$ cat src/rtl/sys_arr_pkg.sv
// Shared systolic-array parameters.
package sys_arr_pkg;
  localparam int unsigned DW = 16;
endpackage

$ cat src/rtl/sysarr_output_deskew.sv
// Bottom-row drain: deskews column results into aligned rows, buffers them in a FWFT FIFO, raises array stall.
// Optional SYSARR_OUT_RELU_EN: elements with the sign bit set are stored as zero on FIFO write.
module sysarr_output_deskew #(
  parameter int unsigned N     = 4,
  parameter int unsigned DW    = sys_arr_pkg::DW,
  parameter int unsigned DEPTH = 8
) (
  input  logic            clk,
  input  logic            nRST,
  input  logic            flush,
  input  logic [N-1:0]    col_valid,
  input  logic [N*DW-1:0] col_data,
  output logic            out_valid,
  input  logic            out_ready,
  output logic [N*DW-1:0] out_data,
  output logic            array_stall,
  output logic            skew_err,
  output logic            ovf_err
);

  localparam int unsigned AW = $clog2(DEPTH);
  localparam int unsigned CW = AW + 1;
  localparam int unsigned PW = $clog2(N + 1);
  localparam int unsigned SW = ((CW > PW) ? CW : PW) + 1;
  localparam int unsigned RW = N * DW;

  // Skew pipeline: column j enters at stage j and leaves at stage N-1 (N-j registers).
  logic [N-1:0]  stg_vld_q [N];
  logic [N-1:0]  stg_vld_d [N];
  logic [DW-1:0] stg_dat_q [N][N];
  logic [DW-1:0] stg_dat_d [N][N];

  logic [RW-1:0] mem_q [DEPTH];
  logic [RW-1:0] mem_d [DEPTH];
  logic [AW-1:0] wr_ptr_q, wr_ptr_d;
  logic [AW-1:0] rd_ptr_q, rd_ptr_d;
  logic [CW-1:0] count_q, count_d;
  logic [PW-1:0] pending_q, pending_d;
  logic          skew_err_q, skew_err_d;
  logic          ovf_err_q, ovf_err_d;

  logic [N-1:0]  alg_vld;
  logic [RW-1:0] wr_row;
  logic          push;
  logic          pop;
  logic          full;
  logic          wr_en;
  logic          skew_hit;
  logic          ovf_hit;

  always_comb begin
    for (int k = 0; k < N; k++) begin
      for (int j = 0; j < N; j++) begin
        stg_vld_d[k][j] = 1'b0;
        stg_dat_d[k][j] = '0;
        if (k == j) begin
          stg_vld_d[k][j] = col_valid[j];
          stg_dat_d[k][j] = col_data[j*DW +: DW];
        end else if (k > j) begin
          stg_vld_d[k][j] = stg_vld_q[(k > 0) ? k - 1 : 0][j];
          stg_dat_d[k][j] = stg_dat_q[(k > 0) ? k - 1 : 0][j];
        end
      end
      if (flush) begin
        stg_vld_d[k] = '0;
      end
    end
  end

  // Aligned stage: build the row word, optionally rectified.
  always_comb begin
    alg_vld = stg_vld_q[N-1];
    wr_row  = '0;
    for (int j = 0; j < N; j++) begin
      wr_row[j*DW +: DW] = stg_dat_q[N-1][j];
`ifdef SYSARR_OUT_RELU_EN
      if (stg_dat_q[N-1][j][DW-1]) begin
        wr_row[j*DW +: DW] = '0;
      end
`endif
    end
  end

  assign push     = &alg_vld;
  assign skew_hit = (|alg_vld) && !push;
  assign pop      = out_valid && out_ready;
  assign full     = (count_q == CW'(DEPTH));
  assign wr_en    = push && (!full || pop) && !flush;
  assign ovf_hit  = push && full && !pop;

  always_comb begin
    mem_d      = mem_q;
    wr_ptr_d   = wr_ptr_q;
    rd_ptr_d   = rd_ptr_q;
    count_d    = count_q;
    pending_d  = pending_q + PW'(col_valid[0]) - PW'(alg_vld[0]);
    skew_err_d = skew_err_q | skew_hit;
    ovf_err_d  = ovf_err_q | ovf_hit;

    if (wr_en) begin
      mem_d[wr_ptr_q] = wr_row;
      wr_ptr_d        = wr_ptr_q + AW'(1);
    end
    if (pop) begin
      rd_ptr_d = rd_ptr_q + AW'(1);
    end
    if (wr_en && !pop) begin
      count_d = count_q + CW'(1);
    end else if (!wr_en && pop) begin
      count_d = count_q - CW'(1);
    end

    // Flush wins over any same-cycle push or pop.
    if (flush) begin
      wr_ptr_d   = '0;
      rd_ptr_d   = '0;
      count_d    = '0;
      pending_d  = '0;
      skew_err_d = 1'b0;
      ovf_err_d  = 1'b0;
    end
  end

  always_ff @(posedge clk) begin
    if (!nRST) begin
      for (int k = 0; k < N; k++) begin
        stg_vld_q[k] <= '0;
        for (int j = 0; j < N; j++) begin
          stg_dat_q[k][j] <= '0;
        end
      end
      wr_ptr_q   <= '0;
      rd_ptr_q   <= '0;
      count_q    <= '0;
      pending_q  <= '0;
      skew_err_q <= 1'b0;
      ovf_err_q  <= 1'b0;
    end else begin
      stg_vld_q  <= stg_vld_d;
      stg_dat_q  <= stg_dat_d;
      wr_ptr_q   <= wr_ptr_d;
      rd_ptr_q   <= rd_ptr_d;
      count_q    <= count_d;
      pending_q  <= pending_d;
      skew_err_q <= skew_err_d;
      ovf_err_q  <= ovf_err_d;
    end
  end

  // Row storage is never read before written, so it carries no reset.
  always_ff @(posedge clk) begin
    mem_q <= mem_d;
  end

  assign out_valid   = (count_q != '0);
  assign out_data    = out_valid ? mem_q[rd_ptr_q] : '0;
  assign array_stall = (SW'(count_q) + SW'(pending_q)) >= SW'(DEPTH - 1);
  assign skew_err    = skew_err_q;
  assign ovf_err     = ovf_err_q;

endmodule

$ cat config.mk
export PLATFORM = sky130hd
export DESIGN_NAME = sysarr_output_deskew
export DESIGN_NICKNAME = d
export VERILOG_FILES = /design/src/rtl/sys_arr_pkg.sv /design/src/rtl/sysarr_output_deskew.sv
export SDC_FILE = /design/constraint.sdc
export NUM_CORES = 1
export LEC_CHECK = 0
export ABC_AREA = 1
export BUFFER_PORTS_ARGS = -buffer_cell sky130_fd_sc_hd__buf_2
export CAP_MARGIN = 10
export CORE_ASPECT_RATIO = 1.5
export CORE_UTILIZATION = 50
export CTS_CLUSTER_SIZE = 30
export DETAILED_ROUTE_END_ITERATION = 7
export PLACE_DENSITY_LB_ADDON = 0.05
export SLEW_MARGIN = 5
export SYNTH_ARGS = -nofsm -noshare
export SYNTH_HDL_FRONTEND = slang
export SYNTH_SLANG_ARGS = --single-unit
$ cat constraint.sdc
create_clock -name clk -period 5.6 [get_ports clk]
set_input_delay 0.28 -clock clk [delete_from_list [all_inputs] [get_ports clk]]
set_output_delay 0.28 -clock clk [all_outputs]
set_load 0.05 [all_outputs]
After elaboration in Yosys (flattened, before gate mapping). Cells that the tools add are included.

Equal/unequal tests: 1. Multipliers: 0. Magnitude comparators: 4. Shifts and indexed selects: 0. Divide/modulo/power cells: 0. Add/subtract/negate cells: 7. Bitwise logic cells: 5. Mux-type cells: 9. Reduce and logical (&&, ||, !) cells: 20.

Operators by type and width (number): $bwmux W512 (1); $mux W64 (4); $bmux W64 S3 (1); $demux W64 S3 (1); $logic_and A1 B1 Y1 (9); $ge A4 B4 Y1 const B (2); $mux W4 (2); $not A3 Y4 (2); $add A3 B1 Y3 const B (2); $add A4 B3 Y5 (1); $ge A5 B3 Y1 const B (1); $logic_not A1 Y1 (5); $add A4 B1 Y4 const B (1); $eq A4 B4 Y1 const B (1); $lt A4 B1 Y1 const B (1); $reduce_and A4 Y1 (1); $reduce_bool A4 Y1 (1); $reduce_or A4 Y1 (1); $sub A4 B1 Y4 const B (1); $add A3 B1 Y3 (1); $sub A3 B1 Y3 (1); $or A1 B1 Y1 (2); $reduce_bool A2 Y1 (1); $reduce_or A2 Y1 (1); 2 further kinds (2).

Output and inout port bits: 68. Flip-flop bits (word level): 697. Input bits: 72. Bits in latches: 0. Bits in writable memories: 0. ROM bits: 0. Memories kept: 0.

Logic depth before layout (Yosys ltp).
Depth after elaboration: 9. Mapped depth: 15. Mapped depth without buffers: 15.

Least setup slack after synthesis. OpenSTA, ideal clock, no wires.

Path type: reg2reg. Start point: reg count_q[1]. End point: reg mem_q[0] (netlist bit), enable pin. Setup time: 0.486 ns. Cell stages (with the launch flop): 7. Path slack: 1.466 ns. Data arrival time: 3.648 ns. Path through: dfxtp_1 -> nor2_1 -> nand3_1 -> nand3_1 -> inv_1 -> nand2_1 -> nor2_1.

Longest elaborated chain between the ends: 5. Elaborated cells between the ends (all ways): 7.

RTL lines: start, declared (line sysarr_output_deskew.sv:37) `logic [CW-1:0] count_q, count_d;`; start signal, assigned (line sysarr_output_deskew.sv:143) `count_q <= count_d;`; $eq A4 B4 Y1 / $reduce_bool A4 Y1 (equally long branches) (line sysarr_output_deskew.sv:87, sysarr_output_deskew.sv:155); $logic_not A1 Y1 / $logic_and A1 B1 Y1 (equally long branches) (line sysarr_output_deskew.sv:88, sysarr_output_deskew.sv:86); $logic_or A1 B1 Y1 (*) (line sysarr_output_deskew.sv:88) `assign wr_en = push && (!full || pop) && !flush;`; $logic_and A1 B1 Y1 (*) (2 in a row) (line sysarr_output_deskew.sv:88); named net wr_en (line sysarr_output_deskew.sv:47) `logic wr_en;`; end signal, assigned (line sysarr_output_deskew.sv:152) `mem_q <= mem_d;`; end, declared (line sysarr_output_deskew.sv:33) `logic [RW-1:0] mem_q [DEPTH];`.

The timed path passes the listed nets; every way through them passes the cells marked *. A chain may end at the register's enable or synchronous reset.

Worst setup path after layout.
Start point: reg rd_ptr_q[0]. End point: out out_data[10].

Longest elaborated chain between the ends: 5.

RTL lines: start, declared (line sysarr_output_deskew.sv:36) `logic [AW-1:0] rd_ptr_q, rd_ptr_d;`; start signal, assigned (line sysarr_output_deskew.sv:142) `rd_ptr_q <= rd_ptr_d;`; $not A3 Y4 (implied by the code) (line sysarr_output_deskew.sv:156) `assign out_data = out_valid ? mem_q[rd_ptr_q] : '0;`; $bmux W64 S3 (line sysarr_output_deskew.sv:156); $mux W64 (implied by the code) (2 in a row) (line sysarr_output_deskew.sv:156); $mux W64 (line sysarr_output_deskew.sv:156); end, declared (line sysarr_output_deskew.sv:15) `output logic [N*DW-1:0] out_data,`.

No other way between the ends. The select of a mux whose other input is x is not followed.

==> impl_summary.log <==
[metrics] hold path endpoint: stg_dat_d[37]$_SDFF_PN0_
[metrics] Max-cap violations: 0
[metrics] fraction of post-synthesis cell area in the top cell type by area: 0.592
[metrics] area occupied by multi-input gates: ~0.0056 mm²
[metrics] Nets: 2576
[metrics] routability congestion estimate from global placement: ~0.75
[metrics] all-layer global routing usage: 0.226
[metrics] die width: ~190 µm
[metrics] total clock buffers created by CTS: 67
[metrics] GRT Residual Overflow: 0
[metrics] total iterations of the first detailed-routing run: 4
[metrics] post-synthesis xor/xnor area fraction: 0.00169
[metrics] relative slew slack: 0.256
[metrics] dominant synthesized flop cell: edfxtp_1
[metrics] diode count: 0
[metrics] number of H-tree levels: 3
[metrics] kind of start point of the critical path: register
[metrics] average wire per standard cell: 18.1 µm
[metrics] leakage power total: 12.1 nW
[metrics] critical path peak fanout: roughly 200
[metrics] number of primary I/O pins: 140
[metrics] share of cell area taken by muxes after synthesis: 0
[metrics] most used standard cells in the synthesized netlist: 606 x nor2_1, 512 x edfxtp_1, 262 x nand2_1, 230 x o21ai_0, 188 x inv_1
[metrics] share of total power in the clock network: 0.435
[metrics] mean instance size in the synthesized netlist: 11.2 µm²
[metrics] switching component of the power: 1.98 mW
[metrics] number of sinks handled by clock tree synthesis: 697
[metrics] endpoint class of the critical path: primary output
[metrics] number of rows created at floorplan: 101
[metrics] post-detailed-route via-to-cell ratio: between 5 and 6
[metrics] leading area contributor after synthesis: edfxtp_1
[metrics] Crit Path Category: reg2out
[metrics] EDFF count, synth: 512
[metrics] net switching share of the total power: 0.195
[metrics] post-synthesis register bit count: between 600 and 700
[metrics] setup repair after global routing missed its margin: no
[metrics] Min-Delay Path Class: in2reg
[metrics] fill count: between 4000 and 5000
[metrics] clock edge transition at the registers on the reported setup and hold paths: approximately 60 ps
[metrics] Worst Hold Depth: 3
[metrics] floorplan die area: 0.0529 mm²
[metrics] remaining antenna violation count: 0
[metrics] sequential share of the synthesized area: 0.735
[metrics] actual transition at the worst max-transition pin: roughly 1100 ps
[metrics] run status: complete, no violations
[metrics] end of the worst register-to-register path: mem_q[220]$_DFFE_PP_
[metrics] proportion of power drawn by flip-flops and latches: 0.552
[metrics] worst-case clock skew: 23.3 ps
[metrics] total power density per cell area: 337 mW/mm²
[metrics] number of vias in the routed layout: 16418
[metrics] Min-Delay Startpoint: nRST
[metrics] origin of the critical flop-to-flop path: count_q[3]$_SDFFE_PP0P_
[metrics] core region area: 0.0509 mm²
[metrics] maximum number of pins on one net before global-route repair: a little over 200
[metrics] die height: 281 µm
[metrics] f_max: 269 MHz
[metrics] most frequent cell after synthesis: nor2_1
[metrics] most area-consuming cells after synthesis: edfxtp_1 59%, dfxtp_1 14%, nor2_1 8.8%
[metrics] area added between synthesis and finish: 15.8%
[metrics] Post-Syn Instances: roughly 2300
[metrics] total length of routed wires: approximately 58 mm
[metrics] Clk Latency, worst-skew pair: 610 ps
[metrics] Compound-Gate Fraction of Synth Area: 0.0648
[metrics] clock tree from TritonCTS: built
[metrics] post-placement setup slack: 2410 ps
[metrics] Warnings, synthesis: 0
[metrics] endpoint arrival time on the critical path: between 3000 and 4000 ps
[metrics] share of final-layout standard cells stronger than drive strength 1: 0.110
[metrics] DRC viols: 0
[metrics] Gate power share: 0.013
[metrics] Synth async-reset ratio: 0
[metrics] R2R setup slack: ~2600 ps
[metrics] hold violation total from the final report: 0
[metrics] global-route wire length before repair: around 90 mm
[metrics] share of synthesized cell area in and, or, nand and nor gates: 0.141
[metrics] required time at the worst-slack endpoint: 5320 ps
[metrics] Synth Area in Adders: 0.00713
[metrics] clock tree root buffer cell: clkbuf_16
[metrics] main combinational cell family by area after synthesis: simple AND/OR/NAND/NOR gates
[metrics] Post-Synthesis Cell Area: 0.0260 mm²
[metrics] number of failing setup endpoints in the final timing report: 0
[metrics] vias in the first global route: approximately 17000
[metrics] violation count after the first detailed-route iteration: between 900 and 1000
[metrics] FF/Latch Area: 0.0191 mm²
[metrics] count of buffers added by post-CTS timing repair for setup: 0
[metrics] initial antenna violation count: 0
[metrics] number of nets produced by synthesis: between 2000 and 2500
[metrics] starting density of the core: 0.510
[metrics] hpwl dp: slightly above 30 mm
[metrics] Worst IR Drop VDD: 286 µV
[metrics] post-route clock period utilization: 0.663
[metrics] final worst slack: 1890 ps
[metrics] final max-slew violation count: 0
[metrics] length in cells of the worst reg-to-reg path: 8
[metrics] clock tree buffer depth: 3
[metrics] number of port buffers: ~140
[metrics] post-synth cell types: 26
[metrics] Total Neg Setup Slack: 0 ps
[metrics] Int Power: just over 8 mW
[metrics] fin crit period: 3710 ps
==> state kept, by name, indices dropped and copies added, names as in the netlist, 4 cells and up <==
signal and count:
stg_dat_q 64, alg_vld 4, count_q 4, stg_vld_q 6, stg_dat_d 96, mem_q 512
==> cell families (layout without fill, tap and decap cells) <==
| family | count (synthesis) | count (layout) |
|---|---|---|
| DFF | 697 | 697 |
| adders and majority gates | 13 | 13 |
| buffers and inverters | 314 | 550 |
| AOI/OAI and AO/OA | 335 | 335 |
| and+or+nand+nor | 945 | 945 |
| xor gates and xnor gates | 5 | 5 |
==> power by group through the flow <==
| stage | clock, mW | combinational, mW | sequential, mW |
|---|---|---|---|
| finish | 4.41 | 0.133 | 5.60 |
| global route | 4.69 | 0.151 | 5.60 |
| CTS | 4.50 | 0.135 | 5.60 |
| detailed placement | 0 | 0.0965 | 5.71 |
| global placement | 0 | 0.0952 | 5.71 |
| floorplan | 0 | 0.0517 | 5.69 |
==> cell usage in the layout, fill, tap and decap left out, drive strengths merged, types with 3 or more instances in the layout <==
master,n
nor2,606
edfxtp,512
o21ai,322
nand2,262
inv,193
dfxtp,185
buf,167
clkbuf,101
nand3,72
dlygate4sd3,70
clkinv,16
a21oi,10
ha,10
xor2,4
fa,3
==> how the worst max path moves through the flow <==
stage	start	to	slack, ps	depth (start not counted)
CTS	rd_ptr_q[0]$_SDFFE_PP0P_	out_data[10]	1770	8
global route	rd_ptr_q[1]$_SDFFE_PP0P_	out_data[33]	1640	7
global placement	rd_ptr_q[1]$_SDFFE_PP0P_	out_data[33]	2450	7
floorplan	count_q[1]$_SDFFE_PP0P_	mem_q[0]$_DFFE_PP_	1470	6
finish	rd_ptr_q[0]$_SDFFE_PP0P_	out_data[10]	1890	8
detailed placement	rd_ptr_q[0]$_SDFFE_PP0P_	out_data[10]	2410	8
==> worst max-delay path: stages, from the launching register on <==
cell and delay, ps:
dfxtp_4 790, buf_12 710, nor2_1 120, nor2_1 130, o21ai_0 130, nand3_1 140
nand2_1 60, nor2_1 330, buf_2 340
==> cell type report <==
type | count | share of cell area
clock inverter | 22 | 0.00632
timing repair buffer | 237 | 0.0545
sequential | 697 | 0.635
tap | 669 | 0.0278
clock buffer | 101 | 0.0655
inverter | 190 | 0.0239
multi-input combinational | 1298 | 0.187
==> per-layer routing <==
| layer | track usage | vias to the layer above | wire length, µm |
|---|---|---|---|
| met5 | 0 | - | 0 |
| met4 | 0.0794 | 0 | 1380 |
| met3 | 0.0341 | 82 | 2180 |
| met2 | 0.418 | 343 | 30500 |
| met1 | 0.263 | 7980 | 24200 |
| li1 | - | 8013 | - |
==> through the flow <==
stage	instance area, µm²	utilization	hold WS, ps	std cells	power, mW
3_3_place_gp	27200	0.534	393	3021	5.80
4_1_cts	30100	0.590	43.2	3214	10.2
5_1_grt	30100	0.590	82.6	3214	10.4
2_1_floorplan	26000	-	378	2309	5.74
3_5_place_dp	27200	0.534	397	3021	5.80
6_report	30100	0.590	64.5	3214	10.1
==> repair_timing <==
action,in CTS,in global routing
hold endpoints to repair,70,0
resized for setup,0,0
hold buffers,70,0
Power figures use the tool's default switching activity.
